`src/rtl/selector_2i_ctrl.sv`:
```
// Frame-safe select controller for the 2-input frame selector: moves sel only between frames,
// with optional auto-alternation every N frames and a stall watchdog that releases dead frames.
//
// state | meaning
// IDLE  | no frame open; sel may change on any edge
// FRAME | sof accepted, waiting for eof (or watchdog expiry); sel frozen
module selector_2i_ctrl #(
    parameter int SYNC_STAGES = 2,
    parameter int CNT_WIDTH   = 8,
    parameter int TIMEOUT     = 0,
    parameter int TO_WIDTH    = 24,
    parameter bit SEL_RST     = 1'b0
) (
    input  logic                 clk,
    input  logic                 rst_n,
    input  logic                 sel_req,
    input  logic                 auto_en,
    input  logic [CNT_WIDTH-1:0] auto_frames,
    input  logic                 out_frm_val,
    input  logic                 out_frm_rdy,
    input  logic                 out_frm_sof,
    input  logic                 out_frm_eof,
    output logic                 sel,
    output logic                 in_frame,
    output logic                 sel_pending,
    output logic                 frm_done,
    output logic                 frm_abort,
    output logic [CNT_WIDTH-1:0] frm_cnt
);

    typedef enum logic {
        IDLE  = 1'b0,
        FRAME = 1'b1
    } state_t;

    localparam bit                WD_ON   = (TIMEOUT > 0);
    localparam logic [TO_WIDTH-1:0] WD_LOAD = WD_ON ? TO_WIDTH'(TIMEOUT - 1) : '0;

    state_t                 state;
    state_t                 state_nxt;
    logic [SYNC_STAGES-1:0] sync_q;
    logic                   req_s;
    logic                   beat;
    logic                   complete;
    logic                   abort;
    logic                   wd_hit;
    logic [TO_WIDTH-1:0]    wd_cnt;
    logic [CNT_WIDTH-1:0]   auto_cnt;
    logic [CNT_WIDTH-1:0]   auto_cnt_nxt;
    logic [CNT_WIDTH-1:0]   auto_last;
    logic                   sel_nxt;

    assign req_s = sync_q[SYNC_STAGES-1];

    always_comb begin
        beat      = out_frm_val & out_frm_rdy;
        wd_hit    = WD_ON && (state == FRAME) && !beat && (wd_cnt == '0);
        state_nxt = state;
        complete  = 1'b0;
        abort     = 1'b0;
        case (state)
            IDLE: begin
                // a sof&eof beat is a whole 1-beat frame; non-sof beats are strays
                if (beat && out_frm_sof) begin
                    if (out_frm_eof) complete = 1'b1;
                    else             state_nxt = FRAME;
                end
            end
            FRAME: begin
                if (beat && out_frm_eof) begin
                    complete  = 1'b1;
                    state_nxt = IDLE;
                end else if (wd_hit) begin
                    abort     = 1'b1;
                    state_nxt = IDLE;
                end
            end
        endcase
    end

    always_comb begin
        auto_last    = (auto_frames == '0) ? '0 : auto_frames - CNT_WIDTH'(1);
        sel_nxt      = sel;
        auto_cnt_nxt = auto_cnt;
        if (auto_en) begin
            // completions only happen on edges that leave us idle, so the flip is frame-safe
            if (complete) begin
                if (auto_cnt == auto_last) begin
                    auto_cnt_nxt = '0;
                    sel_nxt      = ~sel;
                end else begin
                    auto_cnt_nxt = auto_cnt + CNT_WIDTH'(1);
                end
            end
        end else begin
            auto_cnt_nxt = '0;
            if (state_nxt == IDLE) sel_nxt = req_s;
        end
    end

    always_ff @(posedge clk or negedge rst_n) begin
        if (!rst_n) begin
            state       <= IDLE;
            sync_q      <= {SYNC_STAGES{SEL_RST}};
            sel         <= SEL_RST;
            in_frame    <= 1'b0;
            sel_pending <= 1'b0;
            frm_done    <= 1'b0;
            frm_abort   <= 1'b0;
            frm_cnt     <= '0;
            auto_cnt    <= '0;
            wd_cnt      <= '0;
        end else begin
            state       <= state_nxt;
            sync_q      <= {sync_q[SYNC_STAGES-2:0], sel_req};
            sel         <= sel_nxt;
            in_frame    <= (state_nxt == FRAME);
            // compare the values req_s and sel will hold after this edge
            sel_pending <= ~auto_en & (sync_q[SYNC_STAGES-2] != sel_nxt);
            frm_done    <= complete;
            frm_abort   <= abort;
            frm_cnt     <= frm_cnt + CNT_WIDTH'(complete);
            auto_cnt    <= auto_cnt_nxt;
            if (state == IDLE || beat) begin
                wd_cnt <= WD_LOAD;
            end else if (wd_cnt != '0) begin
                wd_cnt <= wd_cnt - TO_WIDTH'(1);
            end
        end
    end

endmodule

```
`config.mk`:
```
export PLATFORM = sky130hd
export DESIGN_NAME = selector_2i_ctrl
export DESIGN_NICKNAME = d
export VERILOG_FILES = /design/src/rtl/selector_2i_ctrl.sv
export SDC_FILE = /design/constraint.sdc
export NUM_CORES = 1
export LEC_CHECK = 0
export ABC_AREA = 0
export CORE_UTILIZATION = 45
export CTS_CLUSTER_DIAMETER = 60
export CTS_CLUSTER_SIZE = 25
export DETAILED_ROUTE_END_ITERATION = 6
export GPL_TIMING_DRIVEN = 0
export PLACE_DENSITY = 0.75
export SYNTH_ARGS = -nofsm -noshare
export SYNTH_HDL_FRONTEND = slang
export SYNTH_SLANG_ARGS = --single-unit
```
`constraint.sdc`:
```
create_clock -name clk -period 2.11 [get_ports clk]
set_input_delay 0.422 -clock clk [delete_from_list [all_inputs] [get_ports clk]]
set_output_delay 0.422 -clock clk [all_outputs]
set_load 0.02 [all_outputs]
```
==> metrics.cfg, run 1 <==
[worst_setup_path]
r2r_cell_count=7
worst_path_max_delay_cell=nor4_4
critical_path.cell_chain=clkdlybuf4s15_2 -> nor4_4 -> a22oi_2 -> o32ai_2 -> o2111ai_4 -> buf_6 -> nor3_4 -> nor4bb_1
crit-reg2reg-capture=auto_cnt[3]
setup_slack_of_the_most_critical_reg_to_reg_path_ns=0.07
slowest_delay_ns=0.42
cp-start-kind=input port
worst-endpoint-arrival_ns=2.34
worst_r2r_startpoint=auto_cnt[1]
required_ns=2.31
type_of_the_worst_setup_path=input port to flip-flop
critPathMaxFanout=6
setup.worst_path.end_class=flip-flop

[hold_path]
hp-class=flip-flop to flip-flop
hold_end=sync_q[1]
hold_crit_start=sync_q[0]
holdPathStages=0

[synth]
synth-seq-area-share=0.4048
mappedNetlistArea_mm2=0.001360
syn_nets=159
synth-edff-count=0
synth-seq-cells=22
synth-main-ff-cell=dfrtp_1
postSynth.asyncResetShare=1.000
synth_area_per_cell_um2=9.785
synth_warnings=0
yosysUniqueCellTypes=45
cells_after_synth=139

[pwr]
power.density_mw_per_mm2=577.6
ir_worst_vdd_uv=555.5
cellLeakagePower_nw=0.8142

[sta]
layout_worst_path_cycle_share=1.015
finalSetupViolCount=7
period_minus_slack_ns=2.142
worst_hold_slack_ns=0.4121
timing_worst_slew_pin_value_ns=0.9878
setup_clock_skew_after_layout_ns=0.002212
max_slew_margin=0.3394
final-hold-violation-count=0
grt_setup_unrepaired=true
fmax_mhz=466.9
least_setup_slack_across_all_paths_after_layout_ns=-0.03179
finalMaxSlewViolations=0

[grt]
grt_first_pass_wirelength_mm=5.106
number_of_antenna_violations_at_the_first_check_in_global_routing=0
grt_pass1_vias=1170
grt_overflow=0
grt_usage=0.2035
grt_start_max_net_pins=23

[cts]
cts_root_buffer=clkbuf_4
cts.sinks=22
clk_latency_ns=0.32
cts_buffer_depth=2
cts_tree=yes
hold_buffers=0
cts_max_level=1
clock_slew_at_the_register_clock_pins_of_the_worst_setup_and_hold_paths_ns=0.12
cts_inserted_buffers=3

[layout]
fin_nets=200
post-route-util=0.6784
drive_above_1_share=0.2737
area_delta_synth_final_pct=39.93
antenna-diode-count=0

[place]
dpl_worst_slack_ns=-1.047
post-dp-hpwl_mm=2.162
routabilityCongestion=0.7749
io_buffer_count=27

[die]
core-area_mm2=0.002805
floorplan.die_area_mm2=0.003246
die-width_um=56.98
die_height_um=56.98
start_util=0.4848
num_rows=19
io_pins=29

[run]
cap_violations=0

[route]
vias_per_cell=5.838
via_count=1226
drt_wl_total_mm=3.160
drt-pass1-iter-count=4
first_drt_iteration_drcs=63
detail_route.drc_violations=0
post_drt_wl_per_cell_um=15.05
postRouteAntennaNets=0

[run_status]
outcome=complete, but fails checks
violated_checks=setup timing

## placed cells by master (no fill, tap or decap), types with 4 or more instances in the layout
master	Yosys	layout
nor3_1	4	4
nand3_1	11	11
dfrtp_1	22	20
xor2_1	4	4
xnor2_1	9	9
buf_4	1	11
clkdlybuf4s50_1	0	19
nand2_1	6	5
o21ai_0	6	6
and3_1	8	8
nor2_1	10	10
## cell type report
type	count	area (um2)
multi-input combinational	107	869.6
inverter	4	20.02
timing repair buffer	38	359.1
tap	31	38.79
clock buffer	4	36.28
fill	224	902.1
buffer	4	26.28
sequential	22	553.0
## worst max path at each step
stage	from	endpoint	slack (ns)	cells after the start
3_3_place_gp	auto_frames[0]	sel	-1.0	9
5_1_grt	auto_frames[5]	auto_cnt[4]	-0.13	8
2_1_floorplan	auto_frames[1]	sel	-0.20	9
3_5_place_dp	auto_frames[0]	sel	-1.05	9
6_report	auto_frames[5]	auto_cnt[3]	-0.03	8
4_1_cts	auto_frames[0]	sel	-0.09	9
## cells in the mapped netlist (all sizes together), types with 3 or more instances
cell | number | share of area
o21ai | 6 | 0.022
nor4b | 4 | 0.026
nor3 | 5 | 0.022
ha | 4 | 0.037
inv | 4 | 0.011
nand2 | 6 | 0.017
and3 | 8 | 0.037
a21oi | 3 | 0.011
xor2 | 4 | 0.026
dfrtp | 22 | 0.40
a31oi | 3 | 0.014
xnor2 | 9 | 0.058
clkbuf | 5 | 0.015
nor2 | 10 | 0.028
nand3 | 11 | 0.040
## sequential cells by signal, indices dropped and copies added (netlist names)
name and count:
state 1, sel_pending 1, auto_cnt 8, frm_cnt 8
sync_q 2, frm_done 1, sel 1
## where the power goes
| part | total (mW) | internal (mW) | switching, mW | leakage [nW] |
|---|---|---|---|---|
| Combinational | 0.344 | 0.174 | 0.171 | 0.507 |
| Clock | 0.235 | 0.106 | 0.129 | 0.0210 |
| Sequential | 0.520 | 0.471 | 0.0493 | 0.286 |
## repair_timing
item | CTS | global route
setup endpoints to repair | 11 | 8
setup buffers | 9 | 2
pin swaps | 11 | 14
resized for setup | 40 | 13
## critical path, delay by kind of cell
| kind | cells | cell delay [ns] |
|---|---|---|
| and+or+nand+nor | 3 | 0.83 |
| AOI/OAI and AO/OA | 3 | 0.68 |
| buffers and inverters | 2 | 0.41 |
## logic make-up (layout without fill, tap and decap cells)
| kind of cell | count (synthesis) | in the layout | share of synthesized area |
|---|---|---|---|
| compound gates | 29 | 29 | 0.1665 |
| xor+xnor | 13 | 13 | 0.08372 |
| fa+ha+maj | 4 | 4 | 0.03680 |
| buf+inv | 10 | 50 | 0.03127 |
| flops | 22 | 22 | 0.4048 |
| mux | 2 | 2 | 0.01656 |
| other cells | 1 | 1 | 0.002757 |
| simple gates | 58 | 58 | 0.2576 |
## metrics by stage
stage | cell area [um2] | cells | TNS [ns] | power, mW
after floorplan | 1393 | 139 | -0.1962 | 0.6776
after global placement | 1702 | 197 | -9.041 | 0.8343
after detailed placement | 1702 | 197 | -9.772 | 0.8449
after CTS | 1868 | 208 | -0.09073 | 1.100
after global routing | 1903 | 210 | -0.7608 | 1.155
final | 1903 | 210 | -0.1320 | 1.099
## per-layer routing
metal | routed length [um] | vias to the layer above | global-route usage
li1 | - | 596 | -
met1 | 1375 | 605 | 0.2552
met2 | 1640 | 20 | 0.3395
met3 | 104 | 5 | 0.05896
met4 | 39 | 0 | 0.06620
met5 | 0 | - | 0
Note: power is estimated with default switching activity, not from simulation.
==> run 2, diff against run 1 <==
- SKIP_LAST_GASP: unset -> 1
==> run 2 against run 1 <==
The flow still finishes with violations (setup timing). Combinational power is essentially flat. Non-clock buffer count is the same. Via count is essentially flat. Final cell count is the same. Global-route usage is the same. Core utilization is the same. Highest routed layer unchanged.
==> metrics.cfg, run 2 (synthesis gave the netlist of run 1 again) <==
[run_status]
outcome=complete, but fails checks  ; unchanged
violated_checks=setup timing  ; unchanged

[die]
start_util=0.4848  ; unchanged
io_pins=29  ; unchanged
num_rows=19  ; unchanged
core-area_mm2=0.002805  ; unchanged
floorplan.die_area_mm2=0.003246  ; unchanged
die_height_um=56.98  ; unchanged
die-width_um=56.98  ; unchanged

[grt]
gr-usage-met2=0.3395  ; unchanged
number_of_antenna_violations_at_the_first_check_in_global_routing=0  ; unchanged
grt_most_used_layer=met2  ; unchanged
grt_pass1_vias=1170  ; unchanged
grt_usage=0.2035  ; unchanged
grt_start_max_net_pins=23  ; unchanged
grtUsageMet3=0.05896  ; unchanged
grt_overflow=0  ; unchanged
grt_first_pass_wirelength_mm=5.106  ; unchanged
grt.met1_usage=0.2552  ; unchanged

[route]
first_drt_iteration_drcs=63  ; unchanged
detail_route.drc_violations=0  ; unchanged
via_count=1225  ; was 1226
post_drt_wl_per_cell_um=15.09  ; was 15.05 um
drt_wl_total_mm=3.169  ; was 3.160 mm
vias_per_cell=5.833  ; was 5.838
postRouteAntennaNets=0  ; unchanged
drt-pass1-iter-count=4  ; unchanged

[pwr]
power.density_mw_per_mm2=577.8  ; was 577.6 mW/mm2
cellLeakagePower_nw=0.8142  ; about the same
ir_worst_vdd_uv=555.5  ; about the same

[worst_setup_path]
required_ns=2.31  ; about the same
worst-endpoint-arrival_ns=2.34  ; about the same
setup.worst_path.end_class=flip-flop  ; unchanged
cp-start-kind=input port  ; unchanged
type_of_the_worst_setup_path=input port to flip-flop  ; unchanged
critPathMaxFanout=6  ; unchanged

[sta]
finalMaxSlewViolations=0  ; unchanged
final-hold-violation-count=0  ; unchanged
grt_setup_unrepaired=true  ; unchanged
finalSetupViolCount=7  ; unchanged
worst_hold_slack_ns=0.4121  ; about the same
fmax_mhz=466.9  ; unchanged
timing_worst_slew_pin_value_ns=0.9863  ; was 0.9878 ns
layout_worst_path_cycle_share=1.015  ; about the same
period_minus_slack_ns=2.142  ; about the same
setup_tns_ns=-0.1342  ; was -0.1320 ns
max_slew_margin=0.3404  ; was 0.3394
setup_clock_skew_after_layout_ns=0.002241  ; was 0.002212 ns
least_setup_slack_across_all_paths_after_layout_ns=-0.03179  ; about the same

[place]
placement.cell_area_mm2=0.001702  ; unchanged
post-dp-hpwl_mm=2.162  ; unchanged
io_buffer_count=27  ; unchanged
dpl_cells=197  ; unchanged
routabilityCongestion=0.7749  ; unchanged
dpl_worst_slack_ns=-1.047  ; unchanged

[cts]
clock_slew_at_the_register_clock_pins_of_the_worst_setup_and_hold_paths_ns=0.12  ; about the same
cts_inserted_buffers=3  ; unchanged
cts_buffer_depth=2  ; unchanged
clk_latency_ns=0.32  ; about the same
cts_max_level=1  ; unchanged
cts_root_buffer=clkbuf_4  ; unchanged
cts.sinks=22  ; unchanged
cts_tree=yes  ; unchanged

[layout]
layout_common_cells=dfrtp_1, clkdlybuf4s50_1, nand3_1, buf_4, nor2_1  ; unchanged
final_common_cell=dfrtp_1  ; unchanged
layout.cells.non_filler=210  ; unchanged
fin_area_mm2=0.001903  ; unchanged
area_delta_synth_final_pct=39.93  ; unchanged
antenna-diode-count=0  ; unchanged
drive_above_1_share=0.2737  ; unchanged
fin_nets=200  ; unchanged
reg_top3=auto_cnt: 8 flops, frm_cnt: 8 flops, sync_q: 2 flops  ; unchanged

[hold_path]
hp-class=flip-flop to flip-flop  ; unchanged

[run]
cap_violations=0  ; unchanged

[run 2: cell counts in the layout (fill, tap and decap cells not counted)]
Identical to the previous run, type by type.
[run 2: worst paths after layout]
check | startpoint | endpoint | slack, ns | cells after the start
worst max register to register | auto_cnt[1] | auto_cnt[3] | 0.07 | 7
max in group asynchronous | rst_n | auto_cnt[2] | 0.82 | 1
min in group asynchronous | rst_n | frm_cnt[6] | 0.64 | 1
worst min-delay path | sync_q[0] | sync_q[1] | 0.41 | 0
worst min register to register | sync_q[0] | sync_q[1] | 0.41 | 0
worst max-delay path | auto_frames[5] | auto_cnt[3] | -0.03 | 8
[run 2: what timing repair did]
| item | CTS | global route |
|---|---|---|
| hold buffers | 0 | 0 |
| setup buffers | 9 | 2 |
| setup endpoints to repair | 11 | 8 |
| gates resized for setup | 40 | 13 |
| gates cloned | 0 | 0 |
| pin swaps | 11 | 13 |
[run 2: worst max-delay path, stage by stage]
cell and delay [ns]:
clkdlybuf4s15_2 0.25, nor4_4 0.42, a22oi_2 0.16, o32ai_2 0.34, o2111ai_4 0.18, buf_6 0.16, nor3_4 0.31, nor4bb_1 0.10
[run 2: final cells by class]
| class | instances | area (um2) |
|---|---|---|
| Tap cell | 31 | 38.79 |
| Multi-Input combinational cell | 107 | 869.6 |
| Timing Repair Buffer | 38 | 359.1 |
| Clock buffer | 4 | 36.28 |
| Inverter | 4 | 20.02 |
| Buffer | 4 | 26.28 |
| Fill cell | 224 | 902.1 |
| Sequential cell | 22 | 553.0 |
[run 2: power breakdown]
group,internal [mW],switching (mW)
clock,0.106,0.129
sequential,0.471,0.0497
combinational,0.173,0.171
[run 2: stage by stage]
step	utilization	total power, mW
floorplan	-	0.6776
detailed placement	0.6066	0.8449
global route	0.6784	1.155
CTS	0.6659	1.100
global placement	0.6066	0.8343
finish	0.6784	1.100
[run 2: per-layer routing]
metal / vias up / share of wire
met1: 604 / 0.44
met5: - / 0
met3: 5 / 0.033
met4: 0 / 0.012
li1: 596 / -
met2: 20 / 0.52
